--- config.mk ---
export PLATFORM = sky130hd
export DESIGN_NAME = keypad_scanner
export DESIGN_NICKNAME = d
export VERILOG_FILES = /design/src/rtl/keypad_pkg.sv /design/src/rtl/keypad_debounce.sv /design/src/rtl/keypad_scanner.sv
export SDC_FILE = /design/constraint.sdc
export NUM_CORES = 1
export LEC_CHECK = 0
export BUFFER_PORTS_ARGS = -buffer_cell sky130_fd_sc_hd__buf_2
export CELL_PAD_IN_SITES_DETAIL_PLACEMENT = 1
export CELL_PAD_IN_SITES_GLOBAL_PLACEMENT = 2
export CORE_AREA = 2 2 53 105
export DETAILED_ROUTE_END_ITERATION = 10
export DIE_AREA = 0 0 55 107
export PLACE_DENSITY = 0.74
export SLEW_MARGIN = 25
export SYNTH_ARGS = -nofsm -noshare
export SYNTH_HDL_FRONTEND = slang
export SYNTH_SLANG_ARGS = --single-unit
export TNS_END_PERCENT = 20
--- constraint.sdc ---
create_clock -name clk -period 5.6 [get_ports clk]
set_clock_uncertainty 0.05 [all_clocks]
set_input_delay 0.28 -clock clk [delete_from_list [all_inputs] [get_ports clk]]
set_output_delay 0.28 -clock clk [all_outputs]
set_load 0.01 [all_outputs]
--- src/rtl/keypad_pkg.sv ---
`default_nettype none
// ============================================================================
//  Module      : keypad_pkg
//  Description : Shared FSM state encoding and default parameter constants
//                for the keypad scanner block.
//  Revision    : 1.0  - initial release
// ============================================================================
package keypad_pkg;

    localparam int c_def_n_keys        = 10;
    localparam int c_def_deb_cycles    = 16;
    localparam int c_def_repeat_cycles = 1024;

    typedef enum logic [1:0] {
        IDLE      = 2'd0,
        PRESS_DEB = 2'd1,
        HOLD      = 2'd2,
        REL_DEB   = 2'd3
    } state_t;

endpackage : keypad_pkg
`default_nettype wire

--- src/rtl/keypad_debounce.sv ---
`default_nettype none
// ============================================================================
//  Module      : keypad_debounce
//  Description : Stability tracker. Holds a reference pattern and counts how
//                many consecutive samples have matched it. A restart, or any
//                sample that differs, re-latches the reference and clears the
//                count. 'stable' flags the sample that completes a run of
//                DEB_CYCLES matches after the latching sample.
//  Revision    : 1.0  - initial release
// ============================================================================
module keypad_debounce #(
    parameter int W          = 10,
    parameter int DEB_CYCLES = 16
) (
    input  logic         clk,
    input  logic         rst,
    input  logic [W-1:0] sample,
    input  logic         restart,
    output logic         match,
    output logic         stable
);

    localparam int c_cnt_w = $clog2(DEB_CYCLES + 1);

    logic [W-1:0]       r_ref;
    logic [c_cnt_w-1:0] r_cnt;

    assign match  = (sample == r_ref);
    assign stable = match && (r_cnt >= c_cnt_w'(DEB_CYCLES - 1));

    // Reference latch and saturating run-length counter
    always_ff @(posedge clk or posedge rst) begin
        if (rst) begin
            r_ref <= '0;
            r_cnt <= '0;
        end else if (restart || !match) begin
            r_ref <= sample;
            r_cnt <= '0;
        end else if (r_cnt != c_cnt_w'(DEB_CYCLES)) begin
            r_cnt <= r_cnt + 1'b1;
        end
    end

endmodule : keypad_debounce
`default_nettype wire

--- src/rtl/keypad_scanner.sv ---
`default_nettype none
// ============================================================================
//  Module      : keypad_scanner
//  Description : Debounced one-hot keypad encoder with valid/ready output,
//                multi-key error and overrun pulses.
//                Optional feature macro: KEYPAD_AUTOREPEAT_EN - re-emits the
//                held single key every REPEAT_CYCLES clocks.
//  Revision    : 1.0  - initial release
// ============================================================================
module keypad_scanner
    import keypad_pkg::*;
#(
    parameter int N_KEYS        = c_def_n_keys,
    parameter int CODE_W        = $clog2(N_KEYS),
    parameter int DEB_CYCLES    = c_def_deb_cycles,
    parameter int REPEAT_CYCLES = c_def_repeat_cycles
) (
    input  logic              clk,
    input  logic              rst,
    input  logic [N_KEYS-1:0] keypad,
    input  logic              enablen,
    output logic [CODE_W-1:0] code,
    output logic              valid_data,
    input  logic              ready,
    output logic              multi_err,
    output logic              overrun
);

    generate
        if (N_KEYS < 2 || N_KEYS > 64 || DEB_CYCLES < 2 || REPEAT_CYCLES < 2) begin : g_bad_params
            $error("keypad_scanner: parameter out of range");
        end
    endgenerate

    logic [N_KEYS-1:0] r_sync1;
    logic [N_KEYS-1:0] r_sync2;
    state_t            r_state;
    logic [CODE_W-1:0] r_code;
    logic              r_valid;
    logic              r_multi_err;
    logic              r_overrun;

    logic [N_KEYS-1:0] w_sample;
    logic              w_restart;
    logic              w_match;
    logic              w_stable;
    logic              w_multi;
    logic              w_single;
    logic [CODE_W-1:0] w_index;
    logic              w_eval;
    logic              w_rep_fire;
    logic              w_emit;

    // Two-flop synchronizer on the raw key lines
    always_ff @(posedge clk or posedge rst) begin
        if (rst) begin
            r_sync1 <= '0;
            r_sync2 <= '0;
        end else begin
            r_sync1 <= keypad;
            r_sync2 <= r_sync1;
        end
    end

    assign w_sample = r_sync2;

    // IDLE re-latches every sample so the first nonzero one starts a run;
    // scan disable also holds the counter cleared.
    assign w_restart = enablen || (r_state == IDLE);

    keypad_debounce #(
        .W          (N_KEYS),
        .DEB_CYCLES (DEB_CYCLES)
    ) u_debounce (
        .clk     (clk),
        .rst     (rst),
        .sample  (w_sample),
        .restart (w_restart),
        .match   (w_match),
        .stable  (w_stable)
    );

    // Clearing the lowest set bit leaves something only if two or more are set
    assign w_multi  = |(w_sample & (w_sample - N_KEYS'(1)));
    assign w_single = (w_sample != '0) && !w_multi;

    // Binary index of the set bit; meaningful only when w_single
    always_comb begin
        w_index = '0;
        for (int i = 0; i < N_KEYS; i++) begin
            if (w_sample[i]) begin
                w_index = CODE_W'(i);
            end
        end
    end

    // One evaluation per debounced press
    assign w_eval = !enablen && (r_state == PRESS_DEB) && (w_sample != '0) && w_stable;

`ifdef KEYPAD_AUTOREPEAT_EN
    localparam int c_rep_w = $clog2(REPEAT_CYCLES + 1);

    logic [c_rep_w-1:0] r_rep_cnt;

    assign w_rep_fire = !enablen && (r_state == HOLD) && w_match && w_single &&
                        (r_rep_cnt == c_rep_w'(REPEAT_CYCLES - 1));

    // Repeat period counter; runs only while a single key is held steady
    always_ff @(posedge clk or posedge rst) begin
        if (rst) begin
            r_rep_cnt <= '0;
        end else if (enablen || (r_state != HOLD) || !w_match || !w_single || w_rep_fire) begin
            r_rep_cnt <= '0;
        end else if (r_rep_cnt != c_rep_w'(REPEAT_CYCLES - 1)) begin
            r_rep_cnt <= r_rep_cnt + 1'b1;
        end
    end
`else
    assign w_rep_fire = 1'b0;
`endif

    assign w_emit = (w_eval && w_single) || w_rep_fire;

    // Scan FSM with registered code, handshake and error pulses
    always_ff @(posedge clk or posedge rst) begin
        if (rst) begin
            r_state     <= IDLE;
            r_code      <= '0;
            r_valid     <= 1'b0;
            r_multi_err <= 1'b0;
            r_overrun   <= 1'b0;
        end else begin
            r_multi_err <= 1'b0;
            r_overrun   <= 1'b0;

            if (r_valid && ready) begin
                r_valid <= 1'b0;
            end

            // A pending, unaccepted code wins over a new one
            if (w_emit) begin
                if (r_valid && !ready) begin
                    r_overrun <= 1'b1;
                end else begin
                    r_code  <= w_index;
                    r_valid <= 1'b1;
                end
            end

            if (w_eval && w_multi) begin
                r_multi_err <= 1'b1;
            end

            if (enablen) begin
                r_state <= IDLE;
            end else begin
                unique case (r_state)
                    IDLE: begin
                        if (w_sample != '0) begin
                            r_state <= PRESS_DEB;
                        end
                    end
                    PRESS_DEB: begin
                        if (w_sample == '0) begin
                            r_state <= IDLE;
                        end else if (w_stable) begin
                            r_state <= HOLD;
                        end
                    end
                    HOLD: begin
                        if (!w_match) begin
                            r_state <= REL_DEB;
                        end
                    end
                    REL_DEB: begin
                        if (w_stable && (w_sample == '0)) begin
                            r_state <= IDLE;
                        end
                    end
                    default: r_state <= IDLE;
                endcase
            end
        end
    end

    assign code       = r_code;
    assign valid_data = r_valid;
    assign multi_err  = r_multi_err;
    assign overrun    = r_overrun;

endmodule : keypad_scanner
`default_nettype wire

Word-level counts from Yosys, hierarchy flattened
Index checks and enable logic that the tools add are counted.
{ "op_classes": {"bitwise_logic": 2, "mux": 24, "n_eq_ne": 9, "n_reduce_logical": 23, "order_cmp": 1, "n_addsub": 2} }
{ "op_table": {"columns": ["op", "count"], "rows": [
  ["$mux W4", 8],
  ["$mux W2", 6],
  ["$and A10 B10 Y10", 1],
  ["$eq A10 B10 Y1", 1],
  ["$logic_and A1 B1 Y1", 10],
  ["$logic_not A10 Y1", 1],
  ["$mux W5", 2],
  ["$reduce_bool A10 Y1", 1],
  ["$reduce_or A10 Y1", 1],
  ["$sub A10 B1 Y10 const B", 1],
  ["$pmux W2 S4", 1],
  ["$mux W1", 7],
  ["$ne A3 B3 Y1 const B", 2],
  ["$add A5 B1 Y5 const B", 1],
  ["$ge A5 B4 Y1 const B", 1],
  ["$ne A5 B5 Y1 const B", 1],
  ["$eq A2 B2 Y1 const B", 2],
  ["$logic_not A1 Y1", 4],
  ["$ne A4 B3 Y1 const B", 1],
  ["$reduce_and A4 Y1", 1],
  ["$ne A3 B2 Y1 const B", 1],
  ["$eq A2 B1 Y1 const B", 1],
  ["$logic_not A2 Y1", 1],
  ["$logic_or A1 B1 Y1", 2],
  ["other kinds (3)", 3]
]} }
{ "word_totals": {"word_cells": 70, "output_inout_bits": 7, "regBits": 44, "in_bits": 14} }

Longest topological paths before layout
{ "logic_depth": {"word_depth": 9, "mapped_depth": 9} }

By module
A second synthesis with hierarchy kept.
{ "hier_totals": {"cells_unflattened": 138, "area_unflattened_um2": 1760.4} }
{ "modules_own_cells": {"columns": ["mod", "area_per_inst_um2", "instances", "cells_each"], "rows": [
  ["keypad_scanner", 1046.0, 1, 75],
  ["keypad_debounce", 714.4, 1, 63]
]} }

Least setup slack after synthesis
OpenSTA, ideal clock, no wires.
{ "synth_timing": {"path_type": "flip-flop to flip-flop", "startpoint": "register r_sync2[4]", "endpoint": "register r_code[0], in the netlist code[0]", "setup_time_ns": 0.125, "t_required_ns": 5.425, "period_less_slack_ns": 2.214, "stages_incl_launch_ff": 7, "path_slack_ns": 3.386, "arrival_time_ns": 2.039, "cell_sequence": "dfrtp_1 or4_4 or3_1 o21ai_2 nand3_2 nand4b_4 mux2_4"} }
{ "synth_between": {"elab_chain_cells": 7, "elab_cells_between_ends": 18} }
{ "synth_lines": {"columns": ["element", "line_no", "source"], "rows": [
  ["start: declaration", "keypad_scanner.sv:36", "logic [N_KEYS-1:0] r_sync2;"],
  ["start signal: assignment", "keypad_scanner.sv:61", "r_sync2 <= r_sync1;"],
  ["$sub A10 B1 Y10", "keypad_scanner.sv:84", "assign w_multi = |(w_sample & (w_sample - N_KEYS'(1)));"],
  ["$and A10 B10 Y10", "keypad_scanner.sv:84", null],
  ["$reduce_or A10 Y1", "keypad_scanner.sv:84", null],
  ["$logic_not A1 Y1", "keypad_scanner.sv:85", "assign w_single = (w_sample != '0) && !w_multi;"],
  ["$logic_and A1 B1 Y1", "keypad_scanner.sv:85", null],
  ["$logic_and A1 B1 Y1", "keypad_scanner.sv:122", "assign w_emit = (w_eval && w_single) || w_rep_fire;"],
  ["$reduce_and A2 Y1 (no line)", null, null],
  ["end signal: assignment", "keypad_scanner.sv:145", "r_code <= w_index;"],
  ["end: declaration", "keypad_scanner.sv:38", "logic [CODE_W-1:0] r_code;"]
]} }
Parallel ways exist; a longest one is shown, timed or not.
A chain may end at the register's enable or synchronous reset.

Final worst setup path
Ends and elaborated chain as after synthesis.

==> key figures <==
Routing
  • DR vias/cell: 5.03
  • Vias: 1072
  • Avg WL per Cell: 15.7 um
  • Final ANT Viol Nets: 0
  • First-pass DRT Iterations: 3
  • Residual DRC count: 0
  • Drt initial violations: 5
  • WL final: 3340 um

Power
  • Peak VDD IR: 197 uV
  • Power Dens Cells: 282 nW/um^2
  • Pleak: 0.901 nW

Finish
  • FF/Latch Area: 1100 um^2
  • Share of layout cells above drive strength 1: 23.9%
  • Finished Layout Cells: 213
  • Fill count: 572
  • Diode count: 0
  • Area growth syn-to-layout: 12.0%
  • Post-Layout Inst Area: 1960 um^2
  • Multi-input gate area: 563 um^2
  • Most frequent cells in the layout: dfrtp_1, buf_2, xor2_1, nor2_1, inv_1
  • Nets: 172
  • Commonest non-fill, non-tap cell in the layout: dfrtp_1

Synthesis
  • Ys async rst share: 100%
  • Synthesized cell area: 1750 um^2
  • FF+latch count, synth: 44
  • EDFF count, synth: 0
  • Synth Instances: 138
  • Mean post-synth cell area: 12.6 um^2
  • Post-synthesis cell type count: 34
  • Yosys warnings: 0
  • Ys flop type: dfrtp_1
  • Mapped Nets: 155
  • Sequential fraction of the synthesis area: 63.1%

Critical path
  • Largest fanout on the critical path: 6
  • Worst Setup Path Type: register to register
  • Worst Path Arrival: 2590 ps
  • Worst Path Required: 5740 ps
  • CP Capture Type: register
  • Startpoint types: register

Floorplan
  • Die Height: 107 um
  • Initial core utilization: 34.3%
  • Core Area: 5090 um^2
  • # IOs: 21
  • Full die area: 5890 um^2
  • Number of core rows: 37
  • Die width: 55 um

CTS
  • H-tree depth: 2
  • Root buf cell: clkbuf_8
  • Bufs on Longest Clock Path: 2
  • Post-CTS Resized: 0
  • CTS sink count: 44
  • Clock Latency Late Sink: 300 ps
  • TritonCTS buffer count: 5
  • Post-CTS setup buffers: 0
  • Clk pin slew, worst setup/hold paths: 80 ps
  • Hold_buf cts: 0
  • CTS tree: done

STA
  • Final critical-path share of the clock period: 43.7%
  • Max-Slew Margin vs Limit: 39.1%
  • Setup violations, final: 0
  • Worst-Margin Slew: 901 ps
  • RSZ-0062 raised after global routing: false
  • Final setup TNS: 0 ps
  • Final hold viol count: 0
  • Min cycle time layout: 2450 ps
  • Fin. max-slew vios: 0
  • Fmax: 409 MHz

Placement
  • Port Buffers: 20
  • Dpl cell area: 1870 um^2
  • GPL Wtd Cong: 0.829
  • Placed cell count: 206
  • DP Wirelength: 2560 um

Global route
  • Number of global-route vias before repair: 1208
  • Initial antenna violation count: 0
  • All-Layer GR Usage: 14.2%
  • First-pass GRT wire length: 5750 um
  • GR Overflow Total: 0
  • Largest net degree at the start of global routing: 45

Worst hold path
  • Worst Hold Class: primary input to register

Status
  • Status: completed

Run
  • Maxcap violations: 0
## metal layers
layer  share of wire [%]  up-vias  global-route usage [%]
li1                    -      493                       -
met1                  34      546                    13.5
met2                  58       23                    24.5
met3                 3.2       10                    3.76
met4                 4.9        0                    9.93
met5                   0        -                       0
## state kept, by name (all words and copies together), names as in the netlist
register and flops:
code 4, multi_err 1, overrun 1, r_state 2, r_sync1 10, r_sync2 10
u_debounce.r_cnt 5, u_debounce.r_ref 10, valid_data 1
## synth_stat cells (2+ instances only)
master | instances | area share, %
ha_1 | 3 | 2.2
nor3_1 | 3 | 0.86
inv_1 | 8 | 1.7
nor2_1 | 9 | 1.9
xnor2_1 | 4 | 2.0
a21oi_1 | 7 | 2.0
o21bai_1 | 2 | 0.86
dfrtp_1 | 44 | 63
o21ai_0 | 4 | 1.1
mux2_4 | 4 | 3.4
mux2i_1 | 2 | 1.1
maj3_1 | 2 | 1.1
nor4_1 | 3 | 1.1
xor2_1 | 9 | 4.5
or3_1 | 4 | 1.4
clkbuf_1 | 9 | 1.9
nand3_1 | 2 | 0.57
nand4_1 | 2 | 0.72
nand2_1 | 2 | 0.43
## power by group
group          internal (W)  leakage (nW)  switching (W)
clock network     0.0000844        0.0400       0.000103
registers          0.000329         0.543     0.00000929
logic             0.0000112         0.318      0.0000157
## cell type report
| type | instances | area share, % |
|---|---|---|
| Clock buffer | 5 | 3.52 |
| Timing Repair Buffer | 21 | 5.50 |
| Tap cell | 58 | 3.71 |
| Clock inverter | 2 | 0.640 |
| Multi-Input combinational cell | 75 | 28.8 |
| Sequential cell | 44 | 56.3 |
| Inverter | 8 | 1.54 |
## cell families after synthesis
family	synth area share, %
AOI/OAI and AO/OA	5.88
and+or+nand+nor	12.0
xor gates and xnor gates	6.52
DFF	63.1
adders and majority gates	3.30
muxes	4.59
buffers and inverters	4.66
## worst paths after layout
path,from,end,slack [ps],cells past startpoint
min reg2reg,r_sync1[5],r_sync2[5],290,0
max reg2reg,r_sync2[4],code[0],3150,5
min in group asynchronous,rst,r_sync1[7],50,3
min,keypad[7],r_sync1[7],30,1
max in group asynchronous,rst,u_debounce.r_cnt[1],5070,3
max,r_sync2[4],code[0],3150,5
## stage by stage
| step | hold WS (ps) | util [%] | setup slack (ps) | power, W |
|---|---|---|---|---|
| 2_1_floorplan | 261 | - | 3390 | 0.000362 |
| 6_report | 28.1 | 38.4 | 3150 | 0.000552 |
| 4_1_cts | 15.1 | 38.4 | 3130 | 0.000564 |
| 3_5_place_dp | 286 | 36.8 | 3130 | 0.000373 |
| 5_1_grt | 14.2 | 38.4 | 2980 | 0.000581 |
| 3_3_place_gp | 281 | 36.8 | 3240 | 0.000371 |
## critical path, stage by stage (launching register included)
cell,delay [ps]
dfrtp_1,450
or4_4,570
nor4_1,610
nor3_1,170
nand4b_4,180
mux2_4,310
Note: power is estimated with default switching activity, not from simulation.
